<file path="config.mk">
export PLATFORM = sky130hd
export DESIGN_NAME = spi_frame_deserializer
export DESIGN_NICKNAME = d
export VERILOG_FILES = /design/src/rtl/spi_frame_deserializer.sv
export SDC_FILE = /design/constraint.sdc
export NUM_CORES = 1
export LEC_CHECK = 0
export ABC_AREA = 0
export BUFFER_PORTS_ARGS = -buffer_cell sky130_fd_sc_hd__buf_2
export CORE_ASPECT_RATIO = 1.1
export CORE_MARGIN = 1
export CORE_UTILIZATION = 61
export CTS_BUF_LIST = sky130_fd_sc_hd__clkbuf_4 sky130_fd_sc_hd__clkbuf_8 sky130_fd_sc_hd__clkbuf_16
export DETAILED_ROUTE_END_ITERATION = 10
export GPL_ROUTABILITY_DRIVEN = 0
export PLACE_DENSITY = 0.82
export RECOVER_POWER = 25
export SYNTH_ARGS = -nofsm -noshare
export SYNTH_HDL_FRONTEND = slang
export SYNTH_SLANG_ARGS = --single-unit
</file>
<file path="constraint.sdc">
create_clock -name clk -period 6.93 [get_ports clk]
set_input_delay 0.693 -clock clk [delete_from_list [all_inputs] [get_ports clk]]
set_output_delay 0.693 -clock clk [all_outputs]
set_load 0.05 [all_outputs]
</file>
<file path="src/rtl/spi_frame_deserializer.sv">
// Serial-to-parallel SPI frame receiver with runtime length, bit order,
// framing and a valid/ready holding register with sticky overrun.
module spi_frame_deserializer #(
    parameter int BUS_WIDTH = 8,
    parameter int CNT_WIDTH = $clog2(BUS_WIDTH + 1)
) (
    input  logic                 clk,
    input  logic                 rst,
    input  logic                 enable,
    input  logic                 s_data,
    input  logic                 frame_start,
    input  logic                 lsb_first,
    input  logic [CNT_WIDTH-1:0] frame_len,
    output logic [BUS_WIDTH-1:0] p_data,
    output logic                 p_valid,
    input  logic                 p_ready,
    output logic                 overrun,
    input  logic                 clr_ovr,
    output logic                 busy,
    output logic [CNT_WIDTH-1:0] bit_cnt
);

    localparam logic [CNT_WIDTH-1:0] FULL_LEN = CNT_WIDTH'(BUS_WIDTH);
    localparam logic [CNT_WIDTH-1:0] ONE      = CNT_WIDTH'(1);

    // Out-of-range lengths fall back to the full bus width.
    function automatic logic [CNT_WIDTH-1:0] clamp_len(
        input logic [CNT_WIDTH-1:0] l
    );
        if (l == '0 || int'(l) > BUS_WIDTH) begin
            return FULL_LEN;
        end
        return l;
    endfunction

    logic [CNT_WIDTH-1:0] cnt_q, cnt_d;
    logic [CNT_WIDTH-1:0] len_q, len_d;
    logic                 lsb_q, lsb_d;
    logic [BUS_WIDTH-1:0] sr_q, sr_d;
    logic [BUS_WIDTH-1:0] pdata_q, pdata_d;
    logic                 pvalid_q, pvalid_d;
    logic                 ovr_q, ovr_d;

    logic [CNT_WIDTH-1:0] cfg_len;
    logic [CNT_WIDTH-1:0] cur_len;
    logic                 cur_lsb;
    logic [CNT_WIDTH-1:0] eff_cnt;
    logic [BUS_WIDTH-1:0] sr_base;
    logic [CNT_WIDTH-1:0] idx;
    logic [BUS_WIDTH-1:0] word;
    logic                 last;

    // A frame_start restarts the frame with the new config before this
    // cycle's bit is placed, so the strobed bit lands as bit 0.
    always_comb begin
        cfg_len  = clamp_len(frame_len);
        cur_len  = frame_start ? cfg_len : len_q;
        cur_lsb  = frame_start ? lsb_first : lsb_q;
        eff_cnt  = frame_start ? '0 : cnt_q;
        sr_base  = frame_start ? '0 : sr_q;
        idx      = cur_lsb ? eff_cnt : (cur_len - ONE - eff_cnt);
        word     = sr_base;
        for (int i = 0; i < BUS_WIDTH; i++) begin
            if (CNT_WIDTH'(i) == idx) begin
                word[i] = s_data;
            end
        end
        last     = enable && (eff_cnt == cur_len - ONE);

        cnt_d    = eff_cnt;
        sr_d     = sr_base;
        len_d    = cur_len;
        lsb_d    = cur_lsb;
        pdata_d  = pdata_q;
        pvalid_d = pvalid_q;
        ovr_d    = clr_ovr ? 1'b0 : ovr_q;

        if (last) begin
            cnt_d = '0;
            sr_d  = '0;
            len_d = cfg_len;
            lsb_d = lsb_first;
            if (!pvalid_q || p_ready) begin
                pdata_d  = word;
                pvalid_d = 1'b1;
            end else begin
                ovr_d = 1'b1;
            end
        end else begin
            if (enable) begin
                cnt_d = eff_cnt + ONE;
                sr_d  = word;
            end
            if (pvalid_q && p_ready) begin
                pvalid_d = 1'b0;
            end
        end
    end

    // State registers; reset discards any partial or pending frame.
    always_ff @(posedge clk or posedge rst) begin
        if (rst) begin
            cnt_q    <= '0;
            len_q    <= FULL_LEN;
            lsb_q    <= 1'b0;
            sr_q     <= '0;
            pdata_q  <= '0;
            pvalid_q <= 1'b0;
            ovr_q    <= 1'b0;
        end else begin
            cnt_q    <= cnt_d;
            len_q    <= len_d;
            lsb_q    <= lsb_d;
            sr_q     <= sr_d;
            pdata_q  <= pdata_d;
            pvalid_q <= pvalid_d;
            ovr_q    <= ovr_d;
        end
    end

    assign p_data  = pdata_q;
    assign p_valid = pvalid_q;
    assign overrun = ovr_q;
    assign busy    = (cnt_q != '0);
    assign bit_cnt = cnt_q;

endmodule

</file>
==> impl_results.md, run 1 <==
- Detailed Place HPWL: 2898 um
- Capturing point of the worst reg2reg path: p_data[1]$_DFFE_PP0P_
- Die outline area: 3258 um^2
- Largest cells by area after synthesis: sky130_fd_sc_hd__dfrtp_1, sky130_fd_sc_hd__nor2b_1, sky130_fd_sc_hd__o31a_1
- DP Cell Count: 242
- Count of unresolved DRC violations after routing: 0
- Final ANT Viol Nets: 0
- Number of vias per cell after detailed routing: 6.248
- Clock transition at the registers of the reported paths: 0.16 ns
- TritonCTS clock tree: yes
- Yosys top cell area share: 35.16%
- Post-synth top area cell: sky130_fd_sc_hd__dfrtp_1
- Postcts setup bufs: 0
- Fin Setup TNS: 0 ns
- Met3 layer usage reported by global route: 2.799%
- Vias: 1537
- Diode count: 0
- Count of cells along the worst hold path: 2
- Number of global-route vias before repair: 1428
- Critical path class: input pin to flop
- Tightest slew margin relative to the limit: 31.17%
- Netlist Area Pre-Place: 1851 um^2
- Worst-path cell chain: buf_2 > mux2i_4 > xnor2_1 > inv_1 > fa_1 > nor2b_1 > o32ai_2 > nand2b_1 > nor3_1 > o21ai_1 > mux2_1 > mux2_2
- Reg-to-reg setup timing slack: 3.72 ns
- Post-place instance area: 1978 um^2
- Antenna violations before repair: 0
- Largest voltage drop on the vdd net: 0.2534 mV
- Number of clock buffers inserted by TritonCTS: 3
- Router iterations before antenna repair: 4
- Run status: completed
- Startpoint kind of the worst setup timing path: input pin
- Shortest clock period the worst path allows after layout: 3.623 ns
- Aggregate routed wire length: 3883 um
- Top fanout value on the critical path: 18
- Clock Tree Root: sky130_fd_sc_hd__clkbuf_4
- RSZ-0062 raised after global routing: no
- Post-route clock skew: 0.01053 ns
- Count of warnings emitted by yosys: 0
- Aggregate global routing overflow: 0
- Grt met2 use: 45.99%
- Arrival @ worst endpoint: 3.88 ns
- Peak per-stage delay on the critical path: 0.52 ns
- Most utilized layer in the global route result: met2
- Top-Level Pins: 27
- Clk buf depth: 2
- Routed wire length per instance: 15.78 um
- Worst setup path endpoint: p_data[1]$_DFFE_PP0P_
- Clock sink count: 27
- Count of port buffers added during placement: 26
- Cell leakage power: 0.9560 nW
- Synth async-reset ratio: 100.0%
- Wire length of the first global-routing pass: 6417 um
- Worst Tran Pin Value: 1.031 ns
- Distinct cell type count of the synthesized netlist: 48
- Number of enable flip-flop cells after synthesis: 0
- Largest net degree at the start of global routing: 28
- Number of hold buffers added after cts: 0
- Number of placement rows: 20
- Growth of design area from synthesis to finish: 8.519%
- Seq/Total Area, Yosys: 36.58%
- X dimension of the die: 54.52 um
- First-iteration detailed-routing DRC count: 64
- Critical Path Slowest Stage Cell: sky130_fd_sc_hd__fa_1
- Number of gates resized after cts: 0
- Total track usage: 27.64%
- Worst hold-check path type: input pin to flop
- CTS HTree Levels: 1
- Clock latency on the worst-skew pair: 0.35 ns
- Number of instances in the synthesized netlist: 191
- Starting utilization of the core area: 65.44%
- Worst setup path startpoint: frame_start
- Reg-to-reg startpoint: bit_cnt[0]$_DFF_PP0_
- Die extent in y: 59.77 um
- Depth of the worst register-to-register path: 10
- #FFs+latches synth: 27
- Data required time at the worst endpoint: 7.19 ns
- Final core area utilization: 71.02%
- Most frequent cells in the layout: sky130_fd_sc_hd__dfrtp_1, sky130_fd_sc_hd__buf_2, sky130_fd_sc_hd__nand2_1
- Cell area after layout: 2008 um^2
- Fraction of layout cells with a size suffix above 1: 24.41%
- F_max: 276.0 MHz
- Synthesized netlist net count: 208
- Max-slew violations: 0
- Number of max-cap violations: 0
- Crit. End Element: flop
- Layout net count: 231
- Placeable core area: 2828 um^2
- Final-report setup violation count: 0
- Final number of hold-violating endpoints: 0
- Synthesized area per cell: 9.689 um^2
- P per Cell Area: 274.7 nW/um^2
- Hold path startpoint: clr_ovr
- Share of the clock period used by the worst path: 52.28%
- Cell Count, Final, Fillers Out: 246
- Main synth FF type: sky130_fd_sc_hd__dfrtp_1
- Grt met1 use: 35.48%
==> area by class of cell <==
cell class	instances	area, um^2
clock inverter	1	7.507
tap	33	41.29
fill	227	819.5
clock buffer	3	22.52
timing repair buffer	27	137.6
sequential	27	676.9
inverter	10	37.54
multi-input combinational	145	1085
==> Yosys cell counts (2+ instances only) <==
master	number
sky130_fd_sc_hd__a21o_1	6
sky130_fd_sc_hd__a21oi_1	10
sky130_fd_sc_hd__buf_1	2
sky130_fd_sc_hd__buf_2	2
sky130_fd_sc_hd__buf_6	2
sky130_fd_sc_hd__clkbuf_1	3
sky130_fd_sc_hd__dfrtp_1	26
sky130_fd_sc_hd__ha_1	4
sky130_fd_sc_hd__inv_1	8
sky130_fd_sc_hd__inv_2	2
sky130_fd_sc_hd__mux2_1	6
sky130_fd_sc_hd__mux2_2	6
sky130_fd_sc_hd__mux2i_1	2
sky130_fd_sc_hd__mux2i_4	2
sky130_fd_sc_hd__nand2_1	14
sky130_fd_sc_hd__nand2b_1	4
sky130_fd_sc_hd__nand3_1	2
sky130_fd_sc_hd__nand4_1	10
sky130_fd_sc_hd__nor2_1	10
sky130_fd_sc_hd__nor2b_1	12
sky130_fd_sc_hd__nor3_1	6
sky130_fd_sc_hd__nor4b_1	2
sky130_fd_sc_hd__nor4b_2	2
sky130_fd_sc_hd__o21ai_1	7
sky130_fd_sc_hd__o31a_1	8
sky130_fd_sc_hd__o31ai_1	6
sky130_fd_sc_hd__xnor2_1	4
sky130_fd_sc_hd__xor2_1	3
==> worst min-delay path by stage <==
stage / to / slack [ns]
floorplan: len_q[3]$_DFF_PP1_ / 0.46
global placement: len_q[3]$_DFF_PP1_ / 0.47
detailed placement: len_q[3]$_DFF_PP1_ / 0.48
CTS: overrun$_DFF_PP0_ / 0.49
global route: overrun$_DFF_PP0_ / 0.50
finish: overrun$_DFF_PP0_ / 0.50
==> power by group <==
group / switching (W) / total [W] / internal [W]
registers: 0.0000151 / 0.000201 / 0.000186
logic: 0.000188 / 0.000276 / 0.0000880
clock network: 0.0000525 / 0.0000747 / 0.0000222
total: 0.000255 / 0.000552 / 0.000296
==> sequential cells by signal (all words and copies together), names as in the netlist <==
register,count
lsb_q,1
len_q,4
bit_cnt,4
p_valid,1
p_data,8
sr_q,8
overrun,1
==> cells by family (layout without fill, tap and decap cells) <==
kind of cell / Yosys count / count (layout) / synth area share, %
multiplexers: 17 / 17 / 11.63
adder cells (fa/ha/maj): 5 / 5 / 3.786
buffers and inverters: 19 / 41 / 4.801
AO/OA/AOI/OAI: 43 / 43 / 16.09
flip-flops: 27 / 27 / 36.58
XOR/XNOR: 8 / 8 / 4.598
AND/OR/NAND/NOR: 72 / 72 / 22.52
==> per-layer routing <==
metal  up-vias  part of all wire, %  wire length, um
li1        741                    -                -
met1       730                   42             1647
met2        50                   50             1959
met3        16                  3.9              153
met4         0                  3.2              123
met5         -                    0                0
==> per-stage QoR <==
step	total power, W	hold slack, ns	setup WS [ns]
2_1_floorplan	0.0004283	0.4552	3.554
3_3_place_gp	0.0004721	0.4669	3.051
3_5_place_dp	0.0004779	0.4819	2.985
4_1_cts	0.0005523	0.4899	3.353
5_1_grt	0.0005823	0.4977	3.122
6_report	0.0005516	0.4965	3.307
==> critical path: cells and delay by family <==
kind	cells	cell delay, ns
AO/OA/AOI/OAI	2	0.50
XOR/XNOR	1	0.19
adder cells (fa/ha/maj)	1	0.52
buffers and inverters	2	0.47
multiplexers	3	0.95
AND/OR/NAND/NOR	3	0.56
(Power assumes the default switching activity.)
==> run 2: changes to the inputs <==
Settings changed: CORE_UTILIZATION 61 to 57, PLACE_DENSITY 0.82 to 0.78.
Clock period 6.93 ns to 3.7 ns, I/O delays scaled along.
==> run 2 against run 1 <==
  * Hold slack worse by 0.31 ns
  * Design area is 0.44% higher
  * Combinational power is 89% higher
  * Core utilization is 5.4 points lower
  * Final cell count is 0.81% higher
  * Worst setup slack worse by 2.8 ns
  * Via count is 0.72% lower
  * Sequential cell count stayed put
  * Sequential share of layout area is 0.15 points lower
  * Clock power is 79% higher
  * Largest power group unchanged
  * Clock skew is 0.0077 ns higher
  * Count of clock-buffer cells in the layout stayed put
==> impl_results.md, run 2 (same netlist as run 1, synthesis figures left out) <==
- X dimension of the die: 56.33 um
- Crit. End Element: flop
- Cell leakage power: 0.9608 nW
- First-iteration detailed-routing DRC count: 96
- Arrival @ worst endpoint: 3.47 ns
- Routed wire length per instance: 16.72 um
- Number of global-route vias before repair: 1500
- CTS HTree Levels: 1
- Number of clock buffers inserted by TritonCTS: 3
- Clock transition at the registers of the reported paths: 0.16 ns
- Growth of design area from synthesis to finish: 8.992%
- TritonCTS clock tree: yes
- Aggregate global routing overflow: 0
- Top-Level Pins: 27
- Number of vias per cell after detailed routing: 6.153
- Wire length of the first global-routing pass: 6872 um
- Die extent in y: 61.76 um
- RSZ-0062 raised after global routing: no
- Final-report setup violation count: 0
- Largest net degree at the start of global routing: 28
- Top fanout value on the critical path: 6
- Shortest clock period the worst path allows after layout: 3.243 ns
- Critical path class: flop to flop
- Share of the clock period used by the worst path: 87.64%
- Clock sink count: 27
- Final number of hold-violating endpoints: 0
- Post-place instance area: 1987 um^2
- Router iterations before antenna repair: 4
- Post-route clock skew: 0.01827 ns
- Postcts setup bufs: 0
- Count of port buffers added during placement: 26
- Startpoint kind of the worst setup timing path: flop
- Starting utilization of the core area: 60.20%
- Clock latency on the worst-skew pair: 0.34 ns
- Number of placement rows: 21
- Max-slew violations: 0
- Most frequent cells in the layout: sky130_fd_sc_hd__dfrtp_1, sky130_fd_sc_hd__buf_2, sky130_fd_sc_hd__nand2_1
- Antenna violations before repair: 0
- Cell area after layout: 2017 um^2
- Aggregate routed wire length: 4147 um
- Final ANT Viol Nets: 0
- Fraction of layout cells with a size suffix above 1: 24.77%
- DP Cell Count: 244
- Vias: 1526
- Worst Tran Pin Value: 1.026 ns
- Total area of sequential cells: 676.9 um^2
- Diode count: 0
- Detailed Place HPWL: 3124 um
- Run status: completed
- Number of gates resized after cts: 0
- Number of max-cap violations: 0
- P per Cell Area: 513.4 nW/um^2
- Area of the multi-input gates: 1085 um^2
- Count of unresolved DRC violations after routing: 0
- Hold_ws: 0.1844 ns
- Cell Count, Final, Fillers Out: 248
- Total of fill cells in the finished design: 265
- Fin Setup TNS: 0 ns
- Total track usage: 25.97%
- Number of hold buffers added after cts: 0
- Layout net count: 232
- Tightest slew margin relative to the limit: 31.52%
- F_max: 308.4 MHz
- Clock Tree Root: sky130_fd_sc_hd__clkbuf_4
- Placeable core area: 3074 um^2
- Worst hold-check path type: input pin to flop
- Clk buf depth: 2
- Data required time at the worst endpoint: 3.93 ns
- Largest voltage drop on the vdd net: 0.4115 mV
- Die outline area: 3479 um^2
==> run 2: cell types whose count changed in the layout (fill, tap and decap cells not counted), sizes merged <==
cell	before	now
buf	27	28
==> run 2: metal layers <==
| layer | global-route usage [%] | part of all wire, % | up-vias |
|---|---|---|---|
| met5 | 0 | 0 | - |
| met4 | 10.10 | 2.2 | 0 |
| met3 | 2.070 | 3.8 | 10 |
| met2 | 50.00 | 53 | 42 |
| met1 | 31.02 | 41 | 745 |
| li1 | - | - | 729 |
==> run 2: critical path, cell delays in order, from the launching register on <==
cell	delay, ns
sky130_fd_sc_hd__dfrtp_1	0.45
sky130_fd_sc_hd__mux2i_4	0.20
sky130_fd_sc_hd__xnor2_1	0.19
sky130_fd_sc_hd__inv_1	0.11
sky130_fd_sc_hd__fa_1	0.53
sky130_fd_sc_hd__nor2b_1	0.16
sky130_fd_sc_hd__o32ai_2	0.35
sky130_fd_sc_hd__nand2b_1	0.33
sky130_fd_sc_hd__nor3_1	0.09
sky130_fd_sc_hd__o21ai_1	0.13
sky130_fd_sc_hd__mux2_1	0.33
sky130_fd_sc_hd__mux2_2	0.26
==> run 2: power breakdown <==
part	leakage [nW]	switching (W)	total (W)	internal, W
combinational	0.591	0.000357	0.000522	0.000166
sequential	0.356	0.0000309	0.000379	0.000349
clock	0.0139	0.0000923	0.000134	0.0000415
==> run 2: layout make-up <==
cell class              instances  share of cell area [%]
inverters                      10                   1.861
repair buffers                 28                   7.196
clock inverters                 1                  0.3722
well taps                      34                   2.109
multi-input cells             145                   53.78
flip-flops and latches         27                   33.56
clock buffers                   3                   1.117
==> run 2: worst paths after layout <==
kind | start | endpoint | slack, ns | depth (start not counted)
hold / removal | clr_ovr | overrun$_DFF_PP0_ | 0.18 | 2
setup reg to reg | len_q[1]$_DFF_PP0_ | p_data[0]$_DFFE_PP0P_ | 0.46 | 11
min in group asynchronous | rst | p_valid$_DFFE_PP0P_ | 0.24 | 2
setup / recovery | len_q[1]$_DFF_PP0_ | p_data[0]$_DFFE_PP0P_ | 0.46 | 11
max in group asynchronous | rst | bit_cnt[1]$_DFF_PP0_ | 2.83 | 2
hold reg to reg | len_q[3]$_DFF_PP1_ | len_q[3]$_DFF_PP1_ | 0.52 | 2
==> run 2: stage by stage <==
step / utilization (%) / power, W / setup WS [ns]
global route: 65.61 / 0.001104 / 0.2374
detailed placement: 64.63 / 0.0009050 / 0.2052
global placement: 64.63 / 0.0008879 / 0.2868
CTS: 65.61 / 0.001039 / 0.4871
finish: 65.61 / 0.001036 / 0.4572
floorplan: - / 0.0008022 / 0.5530
==> run 3: changes to the inputs <==
Settings changed: ABC_AREA 0 to 1, CORE_MARGIN 1 to not set.
==> run 3 against run 2 <==
  * Clock skew fell by 0.0066 ns
  * Core utilization rose by 0.41 points
  * Non-clock buffer count fell by 2
  * Critical path depth rose by 3
  * Count of clock-buffer cells in the layout did not move
  * Combinational power fell by 4.6%
  * Total power fell by 2.0%
  * Clock power barely moved
  * Area after synthesis rose by 0.88%
  * Final cell count rose by 29%
  * Fmax rose by 25%
  * Largest power group unchanged
==> impl_results.md, run 3 <==
- Run status: completed
- Count of unresolved DRC violations after routing: 0
- Seq/Total Area, Yosys: 36.26%
- CTS HTree Levels: 1
- Data required time at the worst endpoint: 3.94 ns
- Clock transition at the registers of the reported paths: 0.14 ns
- Top-Level Pins: 27
- Max-slew violations: 0
- Cell leakage power: 1.226 nW
- F_max: 385.0 MHz
- P per Cell Area: 500.1 nW/um^2
- Clock Tree Root: sky130_fd_sc_hd__clkbuf_4
- Starting utilization of the core area: 60.72%
- Largest net degree at the start of global routing: 28
- Number of global-route vias before repair: 1439
- Reg-to-reg setup timing slack: 1.10 ns
- Die extent in y: 62.02 um
- X dimension of the die: 56.57 um
- Diode count: 0
- Total of fill cells in the finished design: 279
- Total area of sequential cells: 676.9 um^2
- Critical Path Slowest Stage Cell: sky130_fd_sc_hd__a21boi_4
- Number of gates resized after cts: 0
- Final-report setup violation count: 0
- Most frequently used cell type in the post-synthesis netlist: sky130_fd_sc_hd__nand2_1
- Die outline area: 3508 um^2
- Critical path class: flop to flop
- #FFs+latches synth: 27
- Clock sink count: 27
- Final ANT Viol Nets: 0
- Wire length of the first global-routing pass: 6272 um
- Post-place setup slack: 0.8877 ns
- Detailed Place HPWL: 2741 um
- Synthesized area per cell: 7.098 um^2
- Slack of the critical path: 1.102 ns
- Clock latency on the worst-skew pair: 0.34 ns
- Hold_ws: 0.2059 ns
- Most used standard cells in the synthesized netlist: sky130_fd_sc_hd__nand2_1, sky130_fd_sc_hd__inv_1, sky130_fd_sc_hd__dfrtp_1, sky130_fd_sc_hd__nor2_1, sky130_fd_sc_hd__nand3_1
- First-iteration detailed-routing DRC count: 52
- Number of clock buffers inserted by TritonCTS: 3
- Layout net count: 305
- Router iterations before antenna repair: 4
- Most frequent cells in the layout: sky130_fd_sc_hd__nand2_1, sky130_fd_sc_hd__inv_1, sky130_fd_sc_hd__dfrtp_1, sky130_fd_sc_hd__buf_2, sky130_fd_sc_hd__nor2_1
- Crit. End Element: flop
- Top fanout value on the critical path: 16
- Number of enable flip-flop cells after synthesis: 0
- Number of vias per cell after detailed routing: 5.009
- Total power: 0.001015 W
- Worst setup path startpoint: len_q[1]$_DFF_PP0_
- Aggregate routed wire length: 3684 um
- Postcts setup bufs: 0
- Clk buf depth: 2
- Largest voltage drop on the vdd net: 0.4737 mV
- Antenna violations before repair: 0
- Synthesized netlist net count: 280
- Netlist Area Pre-Place: 1867 um^2
- Worst Tran Pin Value: 1.016 ns
- Worst hold-check path type: input pin to flop
- Growth of design area from synthesis to finish: 8.713%
- Fraction of layout cells with a size suffix above 1: 18.47%
- Count of warnings emitted by yosys: 0
- Shortest clock period the worst path allows after layout: 2.598 ns
- Arrival @ worst endpoint: 2.84 ns
- Number of max-cap violations: 0
- Placeable core area: 3074 um^2
- Number of placement rows: 21
- Routed wire length per instance: 11.48 um
- Largest cells by area after synthesis: sky130_fd_sc_hd__dfrtp_1, sky130_fd_sc_hd__nand2_1, sky130_fd_sc_hd__inv_1
- Final number of hold-violating endpoints: 0
- Tightest slew margin relative to the limit: 32.21%
- TritonCTS clock tree: yes
- Peak per-stage delay on the critical path: 0.48 ns
- Worst setup path endpoint: p_data[3]$_DFFE_PP0P_
- RSZ-0062 raised after global routing: no
- Capturing point of the worst reg2reg path: p_data[3]$_DFFE_PP0P_
- Distinct cell type count of the synthesized netlist: 35
- Aggregate global routing overflow: 0
- Fin Setup TNS: 0 ns
- Total track usage: 23.39%
- Vias: 1608
- Worst-path cell chain: or2_1 > nand2_2 > nand2_1 > nand2_1 > nand2_1 > ha_1 > nand2_1 > nor3b_1 > a21boi_4 > inv_4 > nor2_8 > inv_2 > nand2_1 > nand2_1
- Yosys top cell area share: 34.85%
- Count of port buffers added during placement: 26
- Post-synth top area cell: sky130_fd_sc_hd__dfrtp_1
- Number of hold buffers added after cts: 0
- Most frequent cell on the critical path: sky130_fd_sc_hd__nand2_1
- Depth of the worst register-to-register path: 14
- Final core area utilization: 66.02%
- Area of the multi-input gates: 975.9 um^2
- Post-route clock skew: 0.01171 ns
- Synth async-reset ratio: 100.0%
- Main synth FF type: sky130_fd_sc_hd__dfrtp_1
- Share of the clock period used by the worst path: 70.20%
- Number of instances in the synthesized netlist: 263
- Reg-to-reg startpoint: len_q[1]$_DFF_PP0_
- Leading cell type in the layout, fill and taps excluded: sky130_fd_sc_hd__nand2_1
- Startpoint kind of the worst setup timing path: flop
==> run 3: through the flow <==
step	instance area, um^2	cells
finish	2029	321
global route	2029	321
CTS	2029	321
detailed placement	2002	317
global placement	2002	317
floorplan	1867	263
==> run 3: cells by family (layout without fill, tap and decap cells) <==
group / after synthesis / after routing / share of synthesized area [%]
AND/OR/NAND/NOR: 153 / 153 / 38.81
buffers and inverters: 52 / 76 / 11.46
flip-flops: 27 / 27 / 36.26
AO/OA/AOI/OAI: 23 / 23 / 8.311
adder cells (fa/ha/maj): 5 / 5 / 3.754
XOR/XNOR: 3 / 3 / 1.408
==> run 3: metal layers <==
layer | up-vias | global-route usage, % | part of all wire, %
li1 | 861 | - | -
met1 | 709 | 32.30 | 50
met2 | 33 | 38.32 | 44
met3 | 5 | 2.277 | 4.5
met4 | 0 | 9.756 | 1.5
met5 | - | 0 | 0
==> run 3: critical path: cells and delay by family, from the launching register on <==
family | cells | cell delay [ns]
buffers and inverters | 2 | 0.22
AO/OA/AOI/OAI | 1 | 0.48
AND/OR/NAND/NOR | 10 | 1.07
adder cells (fa/ha/maj) | 1 | 0.33
flip-flops | 1 | 0.38
==> run 3: layout make-up <==
type,count,area share (%)
multi-input cells,184,48.09
flip-flops and latches,27,33.35
inverters,46,8.693
repair buffers,26,6.412
well taps,34,2.096
clock buffers,3,1.110
clock inverters,1,0.2466
==> run 3: worst min path at each step <==
stage | slack (ns) | from | end | depth (start not counted)
final | 0.21 | clr_ovr | overrun$_DFF_PP0_ | 2
after global routing | 0.20 | clr_ovr | overrun$_DFF_PP0_ | 2
after CTS | 0.19 | clr_ovr | overrun$_DFF_PP0_ | 2
after detailed placement | 0.46 | p_data[6]$_DFFE_PP0P_ | p_data[6]$_DFFE_PP0P_ | 2
after global placement | 0.46 | p_data[0]$_DFFE_PP0P_ | p_data[0]$_DFFE_PP0P_ | 2
after floorplan | 0.42 | rst | bit_cnt[0]$_DFF_PP0_ | 1
==> run 3: power by group <==
part | leakage, nW | switching (W) | internal, W
clock network | 0.0177 | 0.0000932 | 0.0000408
registers | 0.345 | 0.0000268 | 0.000356
logic | 0.863 | 0.000363 | 0.000135
